`src/rtl/line_buffer_frame_scheduler_if.sv`:
```
// Memory read port and line-buffer stream port of the frame scheduler.
// The scheduler is the master. Memory and line-buffer control sit on the slave side.
interface line_buffer_frame_scheduler_if #(
  parameter int DATA_W = 16,
  parameter int ADDR_W = 16
);
  logic              mem_rd_en;
  logic [ADDR_W-1:0] mem_addr;
  logic [DATA_W-1:0] mem_rd_data;
  logic              lb_sof;
  logic              lb_input_valid;
  logic [DATA_W-1:0] lb_data;
  logic              lb_output_valid;

  modport master (
    output mem_rd_en, mem_addr, lb_sof, lb_input_valid, lb_data,
    input  mem_rd_data, lb_output_valid
  );

  modport slave (
    input  mem_rd_en, mem_addr, lb_sof, lb_input_valid, lb_data,
    output mem_rd_data, lb_output_valid
  );
endinterface

```
`src/rtl/line_buffer_frame_scheduler.sv`:
```
// Runs one conv layer channel by channel. For each channel it pulses lb_sof, streams
// IMG_W*IMG_W pixels from memory into the line buffer, then waits for the expected window count.
module line_buffer_frame_scheduler #(
  parameter int IMG_W         = 64,
  parameter int STRIDE        = 2,
  parameter int NUM_CH        = 4,
  parameter int DATA_W        = 16,
  parameter int ADDR_W        = 16,
  parameter int DRAIN_TIMEOUT = 255
) (
  input  logic                          clk,
  input  logic                          rst,
  input  logic                          i_start,
  input  logic [ADDR_W-1:0]             i_cfg_base_addr,
  input  logic                          i_stall,
  line_buffer_frame_scheduler_if.master bus,
  output logic [7:0]                    o_ch_idx,
  output logic                          o_busy,
  output logic                          o_done,
  output logic                          o_err
);

  localparam int PIX    = IMG_W * IMG_W;
  localparam int PIX_CW = $clog2(PIX + 1);
  localparam int OUT_W  = (IMG_W - 3) / STRIDE + 1;
  localparam int DR_W   = $clog2(DRAIN_TIMEOUT + 1);

  localparam logic [PIX_CW-1:0] PIX_END   = PIX_CW'(PIX);
  localparam logic [PIX_CW-1:0] PIX_LAST  = PIX_CW'(PIX - 1);
  localparam logic [15:0]       EXP_WIN   = 16'(OUT_W * OUT_W);
  localparam logic [15:0]       WIN_MAX   = 16'hFFFF;
  localparam logic [DR_W-1:0]   DRAIN_LIM = DR_W'(DRAIN_TIMEOUT);
  localparam logic [7:0]        LAST_CH   = 8'(NUM_CH - 1);
  localparam logic [ADDR_W-1:0] CH_STEP   = ADDR_W'(PIX);

  localparam logic [2:0] S_IDLE    = 3'd0;
  localparam logic [2:0] S_SOF     = 3'd1;
  localparam logic [2:0] S_STREAM  = 3'd2;
  localparam logic [2:0] S_DRAIN   = 3'd3;
  localparam logic [2:0] S_NEXT_CH = 3'd4;
  localparam logic [2:0] S_DONE    = 3'd5;

  logic [2:0]        r_state;
  logic [ADDR_W-1:0] r_ch_base;
  logic [7:0]        r_ch_idx;
  logic [PIX_CW-1:0] r_pix_cnt;
  logic [15:0]       r_win_cnt;
  logic [DR_W-1:0]   r_drain_cnt;
  logic              r_rd_en_d;
  logic              r_err;

  logic              w_rd_en;
  logic              w_win_state;
  logic              w_over;
  logic              w_win_inc;
  logic [DATA_W-1:0] w_pix;

  assign w_rd_en     = (r_state == S_STREAM) && !i_stall && (r_pix_cnt != PIX_END);
  assign w_win_state = (r_state == S_STREAM) || (r_state == S_DRAIN) || (r_state == S_NEXT_CH);
  assign w_over      = bus.lb_output_valid && w_win_state && (r_win_cnt == EXP_WIN);
  // Counting stops at EXP_WIN, so an extra window only raises err and DRAIN still sees the exact count.
  assign w_win_inc   = bus.lb_output_valid && ((r_state == S_STREAM) || (r_state == S_DRAIN)) &&
                       (r_win_cnt != EXP_WIN) && (r_win_cnt != WIN_MAX);
  assign w_pix       = bus.mem_rd_data;

  // r_ch_base already includes the channel offset, so there is no multiply on the address path.
  assign bus.mem_rd_en      = w_rd_en;
  assign bus.mem_addr       = r_ch_base + ADDR_W'(r_pix_cnt);
  assign bus.lb_sof         = (r_state == S_SOF);
  assign bus.lb_input_valid = r_rd_en_d;
  assign bus.lb_data        = w_pix;

  assign o_ch_idx = r_ch_idx;
  assign o_busy   = (r_state != S_IDLE);
  assign o_done   = (r_state == S_DONE);
  assign o_err    = r_err;

  // NOTE: all state updates use non-blocking assignments so every register sees the pre-edge values of the others.
  always_ff @(posedge clk) begin
    if (rst) begin
      r_state     <= S_IDLE;
      r_ch_base   <= '0;
      r_ch_idx    <= '0;
      r_pix_cnt   <= '0;
      r_win_cnt   <= '0;
      r_drain_cnt <= '0;
      r_rd_en_d   <= 1'b0;
      r_err       <= 1'b0;
    end else begin
      r_rd_en_d <= w_rd_en;
      if (w_rd_en)   r_pix_cnt <= r_pix_cnt + 1'b1;
      if (w_win_inc) r_win_cnt <= r_win_cnt + 16'd1;
      if (w_over)    r_err     <= 1'b1;

      case (r_state)
        S_IDLE: begin
          if (i_start) begin
            r_ch_base <= i_cfg_base_addr;
            r_ch_idx  <= '0;
            r_err     <= 1'b0;
            r_state   <= S_SOF;
          end
        end
        S_SOF: begin
          r_pix_cnt   <= '0;
          r_win_cnt   <= '0;
          r_drain_cnt <= '0;
          r_state     <= S_STREAM;
        end
        S_STREAM: begin
          // The last pixel comes back from memory in the first DRAIN cycle.
          if (w_rd_en && (r_pix_cnt == PIX_LAST)) r_state <= S_DRAIN;
        end
        S_DRAIN: begin
          if (r_win_cnt == EXP_WIN) begin
            r_state <= S_NEXT_CH;
          end else if (r_drain_cnt == DRAIN_LIM) begin
            r_err   <= 1'b1;
            r_state <= S_NEXT_CH;
          end else begin
            r_drain_cnt <= r_drain_cnt + 1'b1;
          end
        end
        S_NEXT_CH: begin
          if (r_ch_idx == LAST_CH) begin
            r_state <= S_DONE;
          end else begin
            r_ch_idx  <= r_ch_idx + 8'd1;
            r_ch_base <= r_ch_base + CH_STEP;
            r_state   <= S_SOF;
          end
        end
        S_DONE:  r_state <= S_IDLE;
        default: r_state <= S_IDLE;
      endcase
    end
  end

endmodule

```
`src/flat_wrapper.sv`:
```
// flat-port wrapper written by rule: the top's interface ports become plain ports
module line_buffer_frame_scheduler_flat 
#(
  parameter int IMG_W         = 64,
  parameter int STRIDE        = 2,
  parameter int NUM_CH        = 4,
  parameter int DATA_W        = 16,
  parameter int ADDR_W        = 16,
  parameter int DRAIN_TIMEOUT = 255
)
  (clk, rst, i_start, i_cfg_base_addr, i_stall, o_ch_idx, o_busy, o_done, o_err, bus_mem_rd_en, bus_mem_addr, bus_lb_sof, bus_lb_input_valid, bus_lb_data, bus_mem_rd_data, bus_lb_output_valid);
  line_buffer_frame_scheduler_if #(.DATA_W(DATA_W), .ADDR_W(ADDR_W)) bus_i ();
  input  logic clk;
  input  logic rst;
  input  logic i_start;
  input  logic [ADDR_W-1:0] i_cfg_base_addr;
  input  logic i_stall;
  output logic [7:0] o_ch_idx;
  output logic o_busy;
  output logic o_done;
  output logic o_err;
  output wire logic [$bits(bus_i.mem_rd_en)-1:0] bus_mem_rd_en;
  output wire logic [$bits(bus_i.mem_addr)-1:0] bus_mem_addr;
  output wire logic [$bits(bus_i.lb_sof)-1:0] bus_lb_sof;
  output wire logic [$bits(bus_i.lb_input_valid)-1:0] bus_lb_input_valid;
  output wire logic [$bits(bus_i.lb_data)-1:0] bus_lb_data;
  input wire logic [$bits(bus_i.mem_rd_data)-1:0] bus_mem_rd_data;
  input wire logic [$bits(bus_i.lb_output_valid)-1:0] bus_lb_output_valid;
  assign bus_mem_rd_en = bus_i.mem_rd_en;
  assign bus_mem_addr = bus_i.mem_addr;
  assign bus_lb_sof = bus_i.lb_sof;
  assign bus_lb_input_valid = bus_i.lb_input_valid;
  assign bus_lb_data = bus_i.lb_data;
  assign bus_i.mem_rd_data = bus_mem_rd_data;
  assign bus_i.lb_output_valid = bus_lb_output_valid;
  line_buffer_frame_scheduler #(.IMG_W(IMG_W), .STRIDE(STRIDE), .NUM_CH(NUM_CH), .DATA_W(DATA_W), .ADDR_W(ADDR_W), .DRAIN_TIMEOUT(DRAIN_TIMEOUT)) u_core (.clk(clk), .rst(rst), .i_start(i_start), .i_cfg_base_addr(i_cfg_base_addr), .i_stall(i_stall), .bus(bus_i), .o_ch_idx(o_ch_idx), .o_busy(o_busy), .o_done(o_done), .o_err(o_err));
endmodule
```
`config.mk`:
```
export PLATFORM = sky130hd
export DESIGN_NAME = line_buffer_frame_scheduler_flat
export DESIGN_NICKNAME = d
export VERILOG_FILES = /design/src/rtl/line_buffer_frame_scheduler_if.sv /design/src/rtl/line_buffer_frame_scheduler.sv /design/src/flat_wrapper.sv
export SDC_FILE = /design/constraint.sdc
export NUM_CORES = 1
export LEC_CHECK = 0
export CORE_MARGIN = 2
export CORE_UTILIZATION = 55
export CTS_CLUSTER_DIAMETER = 80
export DETAILED_ROUTE_END_ITERATION = 8
export PLACE_DENSITY = 0.86
export SLEW_MARGIN = 20
export SYNTH_ARGS = -nofsm -noshare
export SYNTH_HDL_FRONTEND = slang
export SYNTH_SLANG_ARGS = --single-unit
```
`constraint.sdc`:
```
create_clock -name clk -period 5.75 [get_ports clk]
set_clock_uncertainty 0.15 [all_clocks]
set_input_delay 0.575 -clock clk [delete_from_list [all_inputs] [get_ports clk]]
set_output_delay 0.575 -clock clk [all_outputs]
set_load 0.05 [all_outputs]
```
== Yosys cells after proc, flatten, opt, wreduce, memory -nomap -nowiden ==
Cells that the tools add are included.
W data, S select, Z words.
Storage, ports and cells
  word-level logic and storage cells: 71
  output and inout bits: 46
  input bits: 37
  bits in registers: 66
Operators by class
  mux-type cells: 20
  eq/ne operators: 18
  reduce and logical (&&, ||, !) cells: 19
  $add $sub $neg: 6
Operators by type and width (number)
  $mux W16: 2
  $mux W8: 4
  $pmux W16 S2: 1
  $pmux W8 S2: 2
  $add A16 B1 Y16 const B: 1
  $add A16 B13 Y16: 1
  $add A16 B13 Y16 const B: 1
  $add A8 B1 Y8 const B: 2
  $eq A16 B10 Y1 const B: 1
  $ne A16 B10 Y1 const B: 1
  $ne A16 B16 Y1 const B: 1
  $mux W3: 5
  $pmux W3 S5: 1
  $add A13 B1 Y13 const B: 1
  $eq A13 B12 Y1 const B: 1
  $ne A13 B13 Y1 const B: 1
  $ne A2 B2 Y1 const B: 5
  $reduce_and A3 Y1: 3
  $eq A8 B2 Y1 const B: 1
  $eq A8 B8 Y1 const B: 1
  $logic_and A1 B1 Y1: 8
  $eq A3 B2 Y1 const B: 2
  $eq A3 B3 Y1 const B: 2
  $mux W1: 4
  9 further kinds: 11

== Longest topological paths before layout ==
Gate-level depths: netlist of the first run.
  word-level depth: 9
  depth in mapped cells: 9
  depth with buffers taken out: 9

== Worst setup path before layout of the first run ==
OpenSTA, ideal clock, no wires.
  kind: flip-flop to output port
  from: register u_core.r_pix_cnt[0]
  to: output port bus_mem_addr[10]
  required time: 5.025 ns
  buffers on the path: 0
  stages on the path, launching flop included: 9
  arrival: 3.450 ns
  path slack: 1.575 ns
  path through: dfxtp_1 > ha_1 > inv_1 > fa_1 > nor2b_1 > o31a_1 > o41a_1 > a21oi_1 > o311ai_0
On the way
  longest elaborated chain between the ends: 1
Ends and longest elaborated chain
  start, declared: RTL line line_buffer_frame_scheduler.sv:46  | logic [PIX_CW-1:0] r_pix_cnt;
  start signal, assigned: RTL line line_buffer_frame_scheduler.sv:91  | if (w_rd_en) r_pix_cnt <= r_pix_cnt + 1'b1;
  $add A16 B13 Y16: RTL line line_buffer_frame_scheduler.sv:68  | assign bus.mem_addr = r_ch_base + ADDR_W'(r_pix_cnt);
  end, declared: RTL line flat_wrapper.sv:23  | output wire logic [$bits(bus_i.mem_addr)-1:0] bus_mem_addr;
No other way between the ends.

== Final worst setup path of the first run ==
  from: register u_core.r_pix_cnt[0]
  to: output port bus_mem_addr[12]
Same word-level chain as after synthesis.

==> impl_metrics.py, run 1 <==
metrics = {
    "clock_tree": {
        "cts_resized": 0,
        "cts.htree.levels": 3,
        "cts-root-buf": "clkbuf_8",
        "cts_buffers": 9,
        "insertion_delay_ps": 350,
        "postCtsSetupRepairBufs": 0,
        "cts_tree": "done",
        "hold_buffers": 0,
        "clock_sinks": 66,
        "path_clk_slew_ps": 80,
        "clockBufferDepth": 2,
    },
    "yosys": {
        "syn_nets": 530,
        "seq_area_frac_synth_pct": 34.6,
        "synth.area.top_cells": "dfxtp_1 (35%), xor2_1 (6.9%), ha_1 (6.5%)",
        "synth_cell_types": 53,
        "synth_edf_count": 0,
        "synthMostInstantiatedCell": "dfxtp_1",
        "yosys_most_used_dff": "dfxtp_1",
        "syn_inst": 472,
        "syn_avg_cell_area_um2": 8.10,
        "ys_ff_latch": 66,
        "postSynth.asyncResetShare_pct": 0,
        "synthTopCellsByCount": "dfxtp_1 (66), nor2_1 (59), nand2_1 (56), a21oi_1 (31), xor2_1 (30)",
        "yosysWarnings": 0,
        "synth_area_leader_cell": "dfxtp_1",
        "syn_area_mm2": 0.00382,
        "synth.top_cell.area_share_pct": 34.6,
    },
    "floorplanning": {
        "chipWidth_um": 87.4,
        "die_area_mm2": 0.00763,
        "start_util_pct": 56.6,
        "io-pin-count": 83,
        "core_area_mm2": 0.00676,
        "std_cell_rows": 30,
        "die_h_um": 87.4,
    },
    "placement": {
        "post-place-ws_ps": 1930,
        "gp_congestion": 0.932,
        "portBuffers": 50,
        "hpwl_um": 6080,
    },
    "setup_path": {
        "worstPathArrival_ps": 3470,
        "cp_max_fo": 5,
        "critical-path-slowest-cell": "clkdlybuf4s50_1",
        "crit_path_start_kind": "flop",
        "cp_num_cells": 10,
        "path_delay_family": "compound AO/OA/AOI/OAI gates",
        "reg2reg_depth": 7,
        "r2r_setup_slack_ps": 3210,
        "cp_cell_sequence": "ha_1, inv_1, fa_1, nor2b_1, o31a_1, o41a_1, a21oi_1, o221ai_1, a21oi_1, clkdlybuf4s50_1",
        "r2r-start": "u_core.o_ch_idx[0]",
        "required_ps": 5030,
        "setup.worst_path.class": "flop to primary output",
        "max_stage_delay_ps": 820,
        "critical_path_buf_inv_count": 2,
        "cp-end-kind": "primary output",
        "reg2reg_to": "u_core.o_ch_idx[7]",
        "worst_path_most_repeated_cell": "a21oi_1",
    },
    "timing": {
        "relSlewSlack_pct": 37.4,
        "tightest_slew_ps": 939,
        "hold_ws_ps": 312,
        "tns_ps": 0,
        "finalCriticalPeriod_ps": 4200,
        "worst_slack_ps": 1550,
        "rsz0062_at_grt": "no",
        "fmax_mhz": 238,
        "fin_crit_sh_pct": 73.0,
        "finalMaxSlewViolations": 0,
        "hold_viol": 0,
        "finalSetupViolations": 0,
    },
    "power": {
        "peakVddDrop_v": 0.000188,
        "seqPwrFrac_pct": 41.7,
        "p_sw_share_pct": 27.3,
        "powerDensity_mw_per_mm2": 261,
        "pwr-share-comb_pct": 16.0,
        "switching_power_mw": 0.318,
        "fin_total_pwr_mw": 1.17,
        "p_leak_nw": 1.71,
        "intPower_mw": 0.848,
        "clkPwrFrac_pct": 42.3,
    },
    "drt": {
        "drcViolationCount": 0,
        "antenna_left": 0,
        "first_pass_iters": 4,
        "wl_per_cell_um": 14.9,
        "drtIter0Drc": 230,
        "wl_um": 8720,
        "dr_total_vias": 3433,
        "post_drt_via_cell_ratio": 5.87,
    },
    "finish": {
        "fillers": 568,
        "n_antenna_cell": 0,
        "multi_input_area_mm2": 0.00225,
        "drive_gt1_share_pct": 5.15,
        "nets": 558,
        "regArea_mm2": 0.00132,
        "synthToLayoutAreaGrowth_pct": 17.1,
        "postLayoutCoreUtil_pct": 66.2,
    },
    "global_routing": {
        "grt_max_degree": 36,
        "grt_pass1_vias": 3240,
        "grt_use_total_pct": 23.3,
        "grt_pass1_wl_um": 14200,
        "antenna_found_initial": 0,
        "grt_overflow": 0,
    },
    "run_status": {
        "status": "completed",
    },
    "worst_hold_path": {
        "holdPathStages": 2,
        "min_to": "u_core.r_ch_base[10]",
        "hold_class": "flop to flop",
        "min-delay-start": "u_core.r_ch_base[10]",
    },
    "flow_run": {
        "maxCapViolations": 0,
    },
}
==> placed cells by master, fill, tap and decap left out, drive strengths merged, types with 2 or more instances in the layout <==
master and instances:
dfxtp 66, nor2 59, nand2 56, clkdlybuf4s50 50, a21oi 31, xor2 30, nand3 24, ha 20
xnor2 18, o21ai 17, and3 13, nand4 13, inv 12, clkbuf 11, a211oi 9, nor2b 6
and2 6, nor3 6, nand2b 5, a31oi 5, nor4b 4, nor4 3, or2 3, mux2i 3
and4 3, or3 3, bufinv 3, o21a 2, a2111oi 2, nand3b 2, clkinv 2, nor3b 2
==> how the worst max path moves through the flow <==
stage | start | end
finish | u_core.r_pix_cnt[0] | bus_mem_addr[12]
global placement | u_core.r_pix_cnt[0] | bus_mem_addr[12]
floorplan | u_core.r_pix_cnt[0] | bus_mem_addr[10]
CTS | u_core.r_pix_cnt[0] | bus_mem_addr[12]
detailed placement | u_core.r_pix_cnt[0] | bus_mem_addr[12]
global route | u_core.r_pix_cnt[0] | bus_mem_addr[12]
==> worst min-delay path, cell delays in order (launching register included) <==
cell,delay (ps)
dfxtp_1,320
nand2_1,50
a21oi_1,50
==> layout make-up <==
class,instances,share of cell area [%]
inverter,12,1.01
clock inverter,5,2.24
clock buffer,11,3.38
sequential,66,29.5
timing repair buffer,51,11.4
tap,80,2.24
multi-input combinational,360,50.3
==> state kept, by name, indices dropped and copies added, names as in the netlist <==
signal	cells
u_core.r_ch_base	16
u_core.r_pix_cnt	13
u_core.r_drain_cnt	8
u_core.o_ch_idx	8
u_core.r_win_cnt	16
u_core.r_state	3
u_core.o_err	1
u_core.bus.lb_input_valid	1
==> metrics by stage <==
stage | cells | instance area, um^2
after global placement | 569 | 4220
final | 585 | 4470
after detailed placement | 569 | 4220
after floorplan | 472 | 3820
after global routing | 585 | 4470
after CTS | 585 | 4470
==> metal layers <==
layer	global-route usage (%)	vias to the layer above	wire (um)	part of all wire (%)
li1	-	1675	-	-
met1	27.9	1624	3890	45
met2	40.4	112	4210	48
met5	0	-	0	0
met4	8.67	0	180	2.1
met3	5.21	22	441	5.1
==> cells by family (layout without fill, tap and decap cells) <==
family / Yosys count / count (layout) / share of synthesized area (%)
flip-flops: 66 / 66 / 34.6
XOR/XNOR: 48 / 48 / 11.0
AND/OR/NAND/NOR: 211 / 211 / 27.3
multiplexers: 3 / 3 / 0.786
buffers and inverters: 46 / 79 / 6.61
adder cells (fa/ha/maj): 21 / 21 / 7.07
AO/OA/AOI/OAI: 77 / 77 / 12.7
==> power by group through the flow <==
stage / combinational (mW) / clock (mW) / sequential, mW
6_report: 0.187 / 0.493 / 0.486
4_1_cts: 0.186 / 0.496 / 0.486
5_1_grt: 0.201 / 0.522 / 0.488
3_5_place_dp: 0.185 / 0 / 0.497
3_3_place_gp: 0.182 / 0 / 0.496
2_1_floorplan: 0.159 / 0 / 0.494
No activity file was read; power rests on OpenSTA's default activity.
==> run 2, diff against run 1 <==
--- a/config.mk
+++ b/config.mk
@@ -6,10 +6,10 @@
 export NUM_CORES = 1
 export LEC_CHECK = 0
 export CORE_MARGIN = 2
-export CORE_UTILIZATION = 55
+export CORE_UTILIZATION = 46
 export CTS_CLUSTER_DIAMETER = 80
 export DETAILED_ROUTE_END_ITERATION = 8
-export PLACE_DENSITY = 0.86
+export PLACE_DENSITY = 0.76
 export SLEW_MARGIN = 20
 export SYNTH_ARGS = -nofsm -noshare
 export SYNTH_HDL_FRONTEND = slang
==> constraint.sdc (replaced) <==
create_clock -name clk -period 3.7 [get_ports clk]
set_clock_uncertainty 0.15 [all_clocks]
set_input_delay 0.37 -clock clk [delete_from_list [all_inputs] [get_ports clk]]
set_output_delay 0.37 -clock clk [all_outputs]
set_load 0.05 [all_outputs]
==> impl_metrics.py, run 2 (synthesis results as in run 1) <==
metrics = {
    "run_status": {
        "status": "completed",
    },
    "worst_hold_path": {
        "min-delay-start": "u_core.r_ch_base[6]",
        "hold_class": "flop to flop",
    },
    "setup_path": {
        "r2r_setup_slack_ps": 1130,
        "critical-path-slowest-cell": "clkdlybuf4s50_1",
        "r2r-start": "u_core.r_state[1]",
        "cp_max_fo": 5,
        "critPathLaunch": "u_core.r_pix_cnt[0]",
        "critical_path_buf_inv_count": 2,
        "cp_cell_sequence": "ha_1, inv_1, fa_1, nor2b_1, o31a_1, o21a_1, nor2_1, xnor2_1, clkdlybuf4s50_1",
        "crit_path_start_kind": "flop",
        "cp-end-kind": "primary output",
        "path_delay_family": "buffers and inverters",
        "required_ps": 3180,
        "setup.worst_path.class": "flop to primary output",
        "worstPathArrival_ps": 3010,
        "max_stage_delay_ps": 840,
    },
    "global_routing": {
        "antenna_found_initial": 0,
        "grt_max_degree": 36,
        "grt_pass1_vias": 3119,
        "grt_pass1_wl_um": 14300,
        "grt_overflow": 0,
        "grt_use_total_pct": 19.8,
    },
    "timing": {
        "finalMaxSlewViolations": 0,
        "finalCriticalPeriod_ps": 3530,
        "tightest_slew_ps": 870,
        "fin_crit_sh_pct": 95.4,
        "hold_ws_ps": 310,
        "hold_viol": 0,
        "fmax_mhz": 283,
        "tns_ps": 0,
        "relSlewSlack_pct": 41.9,
        "finalSetupViolations": 0,
        "rsz0062_at_grt": "no",
    },
    "clock_tree": {
        "clock_sinks": 66,
        "cts_tree": "done",
        "clockBufferDepth": 2,
        "postCtsSetupRepairBufs": 0,
        "path_clk_slew_ps": 70,
        "cts-root-buf": "clkbuf_8",
        "cts_buffers": 9,
        "insertion_delay_ps": 340,
        "cts.htree.levels": 3,
    },
    "flow_run": {
        "maxCapViolations": 0,
    },
    "drt": {
        "wl_um": 8430,
        "drtIter0Drc": 177,
        "post_drt_via_cell_ratio": 5.41,
        "dr_total_vias": 3306,
        "first_pass_iters": 4,
        "antenna_left": 0,
        "wl_per_cell_um": 13.8,
        "drcViolationCount": 0,
    },
    "placement": {
        "gp_congestion": 0.869,
        "place_area_mm2": 0.00425,
        "hpwl_um": 5970,
        "portBuffers": 50,
    },
    "power": {
        "p_leak_nw": 1.71,
        "peakVddDrop_v": 0.000292,
        "powerDensity_mw_per_mm2": 372,
    },
    "finish": {
        "synthToLayoutAreaGrowth_pct": 16.5,
        "n_antenna_cell": 0,
        "final_cell_mix": "dfxtp_1 (66), nor2_1 (59), nand2_1 (56)",
        "nets": 559,
        "top_regs": "u_core.r_ch_base (16), u_core.r_win_cnt (16), u_core.r_pix_cnt (13)",
        "design_area_mm2": 0.00445,
        "drive_gt1_share_pct": 5.53,
        "final_common_cell": "dfxtp_1",
    },
    "floorplanning": {
        "die_area_mm2": 0.00905,
        "core_area_mm2": 0.00813,
        "die_h_um": 95.2,
        "std_cell_rows": 33,
        "io-pin-count": 83,
        "start_util_pct": 47.0,
        "chipWidth_um": 95.2,
    },
}
==> run 2: changes by cell type in the layout (fill, tap and decap cells not counted) <==
cell,before,now
buf_4,1,6
bufinv_16,3,1
clkbuf_1,0,3
clkdlybuf4s50_1,50,45
clkinv_2,2,1
dlymetal6s2s_1,0,1
o311ai_0,1,0
o311ai_1,0,1
==> run 2: metrics by stage <==
stage / cells / setup slack (ps) / utilization [%] / power [mW]
2_1_floorplan: 472 / 326 / - / 1.01
3_3_place_gp: 595 / 543 / 52.3 / 1.06
3_5_place_dp: 595 / 500 / 52.3 / 1.06
4_1_cts: 611 / 121 / 54.7 / 1.67
5_1_grt: 611 / 40.0 / 54.7 / 1.73
6_report: 611 / 170 / 54.7 / 1.66
==> run 2: cell type report <==
| class | count | area [um^2] |
|---|---|---|
| clock buffer | 14 | 163 |
| multi-input combinational | 360 | 2250 |
| tap | 105 | 131 |
| inverter | 12 | 45.0 |
| sequential | 66 | 1320 |
| fill | 752 | 3680 |
| clock inverter | 2 | 35.0 |
| timing repair buffer | 52 | 508 |
==> run 2: final timing paths <==
path                                              to  depth (start not counted)
worst max-delay path                 bus_mem_addr[6]                          9
worst max register to register  u_core.r_win_cnt[10]                          6
worst min register to register   u_core.r_ch_base[6]                          2
worst min-delay path             u_core.r_ch_base[6]                          2
==> run 2: metal layers <==
metal / vias up / wire length (um) / global-route usage (%)
li1: 1677 / - / -
met1: 1536 / 4010 / 26.0
met2: 74 / 3820 / 31.2
met3: 19 / 491 / 5.06
met4: 0 / 107 / 7.49
met5: - / 0 / 0
==> run 2: what timing repair did <==
action,4_1_cts,5_1_grt
gates resized for setup,0,1
hold buffers,0,0
endpoints found under the setup margin,0,1
==> run 2: where the power goes <==
group	switching (mW)	internal, mW
clock network	0.264	0.348
logic	0.184	0.104
registers	0.0244	0.732
total	0.473	1.18
==> run 2: worst reg2reg max path: cells and delay by family, from the launching register on <==
| kind | cells | cell delay [ps] |
|---|---|---|
| compound gates | 1 | 710 |
| xor+xnor | 1 | 180 |
| flops | 1 | 510 |
| simple gates | 4 | 880 |
==> run 3, diff against run 2 <==
--- a/config.mk
+++ b/config.mk
@@ -5,6 +5,7 @@
 export SDC_FILE = /design/constraint.sdc
 export NUM_CORES = 1
 export LEC_CHECK = 0
+export CORE_ASPECT_RATIO = 0.75
 export CORE_MARGIN = 2
 export CORE_UTILIZATION = 46
 export CTS_CLUSTER_DIAMETER = 80
==> impl_metrics.py, run 3 (synthesis results as in run 1) <==
metrics = {
    "power": {
        "peakVddDrop_v": 0.000183,
        "p_leak_nw": 1.72,
        "fin_total_pwr_mw": 1.58,
        "p_sw_share_pct": 30.5,
        "switching_power_mw": 0.483,
        "powerDensity_mw_per_mm2": 356,
        "seqPwrFrac_pct": 47.8,
        "clkPwrFrac_pct": 33.6,
        "pwr-share-comb_pct": 18.6,
        "intPower_mw": 1.10,
    },
    "global_routing": {
        "grt_pass1_vias": 3075,
        "grt_max_degree": 36,
        "antenna_found_initial": 0,
        "grt_use_total_pct": 19.3,
        "grt_overflow": 0,
        "grt_pass1_wl_um": 14000,
    },
    "placement": {
        "post-place-ws_ps": 489,
        "hpwl_um": 6180,
        "gp_congestion": 0.882,
        "portBuffers": 50,
        "dp_cells": 595,
    },
    "timing": {
        "rsz0062_at_grt": "no",
        "hold_ws_ps": 314,
        "fmax_mhz": 280,
        "tns_ps": 0,
        "worst_slack_ps": 129,
        "relSlewSlack_pct": 45.8,
        "finalCriticalPeriod_ps": 3570,
        "hold_viol": 0,
        "finalSetupViolations": 0,
        "finalMaxSlewViolations": 0,
        "fin_crit_sh_pct": 96.5,
        "tightest_slew_ps": 811,
    },
    "drt": {
        "drtIter0Drc": 105,
        "post_drt_via_cell_ratio": 5.43,
        "drcViolationCount": 0,
        "wl_per_cell_um": 13.9,
        "dr_total_vias": 3316,
        "first_pass_iters": 4,
        "wl_um": 8470,
        "antenna_left": 0,
    },
    "setup_path": {
        "critical_path_buf_inv_count": 2,
        "setup.worst_path.class": "flop to primary output",
        "path_delay_family": "buffers and inverters",
        "worstPathArrival_ps": 3050,
        "cp_max_fo": 5,
        "cp_cell_sequence": "ha_1, inv_1, fa_1, nor2b_1, o31a_1, o21a_1, nor2_1, xnor2_1, clkdlybuf4s50_1",
        "required_ps": 3180,
        "critical-path-slowest-cell": "clkdlybuf4s50_1",
        "cp-end-kind": "primary output",
        "max_stage_delay_ps": 830,
        "crit_path_start_kind": "flop",
    },
    "finish": {
        "n_antenna_cell": 0,
        "top_regs": "u_core.r_ch_base (16), u_core.r_win_cnt (16), u_core.r_pix_cnt (13)",
        "final_common_cell": "dfxtp_1",
        "final_cell_mix": "dfxtp_1 (66), nor2_1 (59), nand2_1 (56)",
        "nets": 559,
        "drive_gt1_share_pct": 5.73,
        "synthToLayoutAreaGrowth_pct": 16.4,
        "instances_no_fill": 611,
    },
    "floorplanning": {
        "start_util_pct": 47.9,
        "chipWidth_um": 109,
        "io-pin-count": 83,
        "die_h_um": 82.9,
        "std_cell_rows": 28,
        "die_area_mm2": 0.00906,
        "core_area_mm2": 0.00799,
    },
    "clock_tree": {
        "insertion_delay_ps": 360,
        "postCtsSetupRepairBufs": 0,
        "cts.htree.levels": 3,
        "hold_buffers": 0,
        "path_clk_slew_ps": 70,
        "clockBufferDepth": 2,
        "cts_tree": "done",
        "clock_sinks": 66,
        "cts-root-buf": "clkbuf_8",
        "cts_buffers": 9,
        "cts_resized": 0,
    },
    "flow_run": {
        "maxCapViolations": 0,
    },
    "worst_hold_path": {
        "hold_class": "flop to flop",
    },
    "run_status": {
        "status": "completed",
    },
}
==> run 3: worst paths after layout <==
path                       startpoint              endpoint  slack (ps)  depth (start not counted)
setup / recovery  u_core.r_pix_cnt[0]       bus_mem_addr[6]         130                          9
hold / removal    u_core.r_ch_base[5]   u_core.r_ch_base[5]         310                          2
setup reg to reg    u_core.r_state[1]  u_core.r_win_cnt[10]        1180                          6
hold reg to reg   u_core.r_ch_base[5]   u_core.r_ch_base[5]         310                          2
==> run 3: metal layers <==
layer / vias to the layer above / global-route usage (%) / share of wire, %
li1: 1685 / - / -
met4: 0 / 7.25 / 1.1
met3: 15 / 5.18 / 5.4
met5: - / 0 / 0
met1: 1545 / 26.8 / 50
met2: 71 / 28.6 / 43
==> run 3: tightest hold or removal path: stages (launching register included) <==
cell and delay (ps):
dfxtp_1 320, nand2_1 50, a21oi_1 50
==> run 3: power groups by stage <==
stage	logic, mW	registers [mW]	clock network [mW]
after floorplan	0.247	0.768	0
after detailed placement	0.295	0.773	0
after global placement	0.290	0.772	0
after global routing	0.320	0.760	0.576
final	0.294	0.757	0.532
after CTS	0.296	0.756	0.542
==> run 3: stage by stage <==
| stage | instance area [um^2] | util [%] |
|---|---|---|
| final | 4450 | 55.7 |
| after global routing | 4450 | 55.7 |
| after CTS | 4440 | 55.6 |
| after detailed placement | 4280 | 53.5 |
| after global placement | 4280 | 53.5 |
| after floorplan | 3820 | - |
==> run 3: final cells by class <==
class,count,area [um^2]
Fill cell,738,3540
Multi-Input combinational cell,360,2250
Sequential cell,66,1320
Timing Repair Buffer,52,536
Clock buffer,13,149
Tap cell,105,131
Inverter,12,45.0
Clock inverter,3,15.0
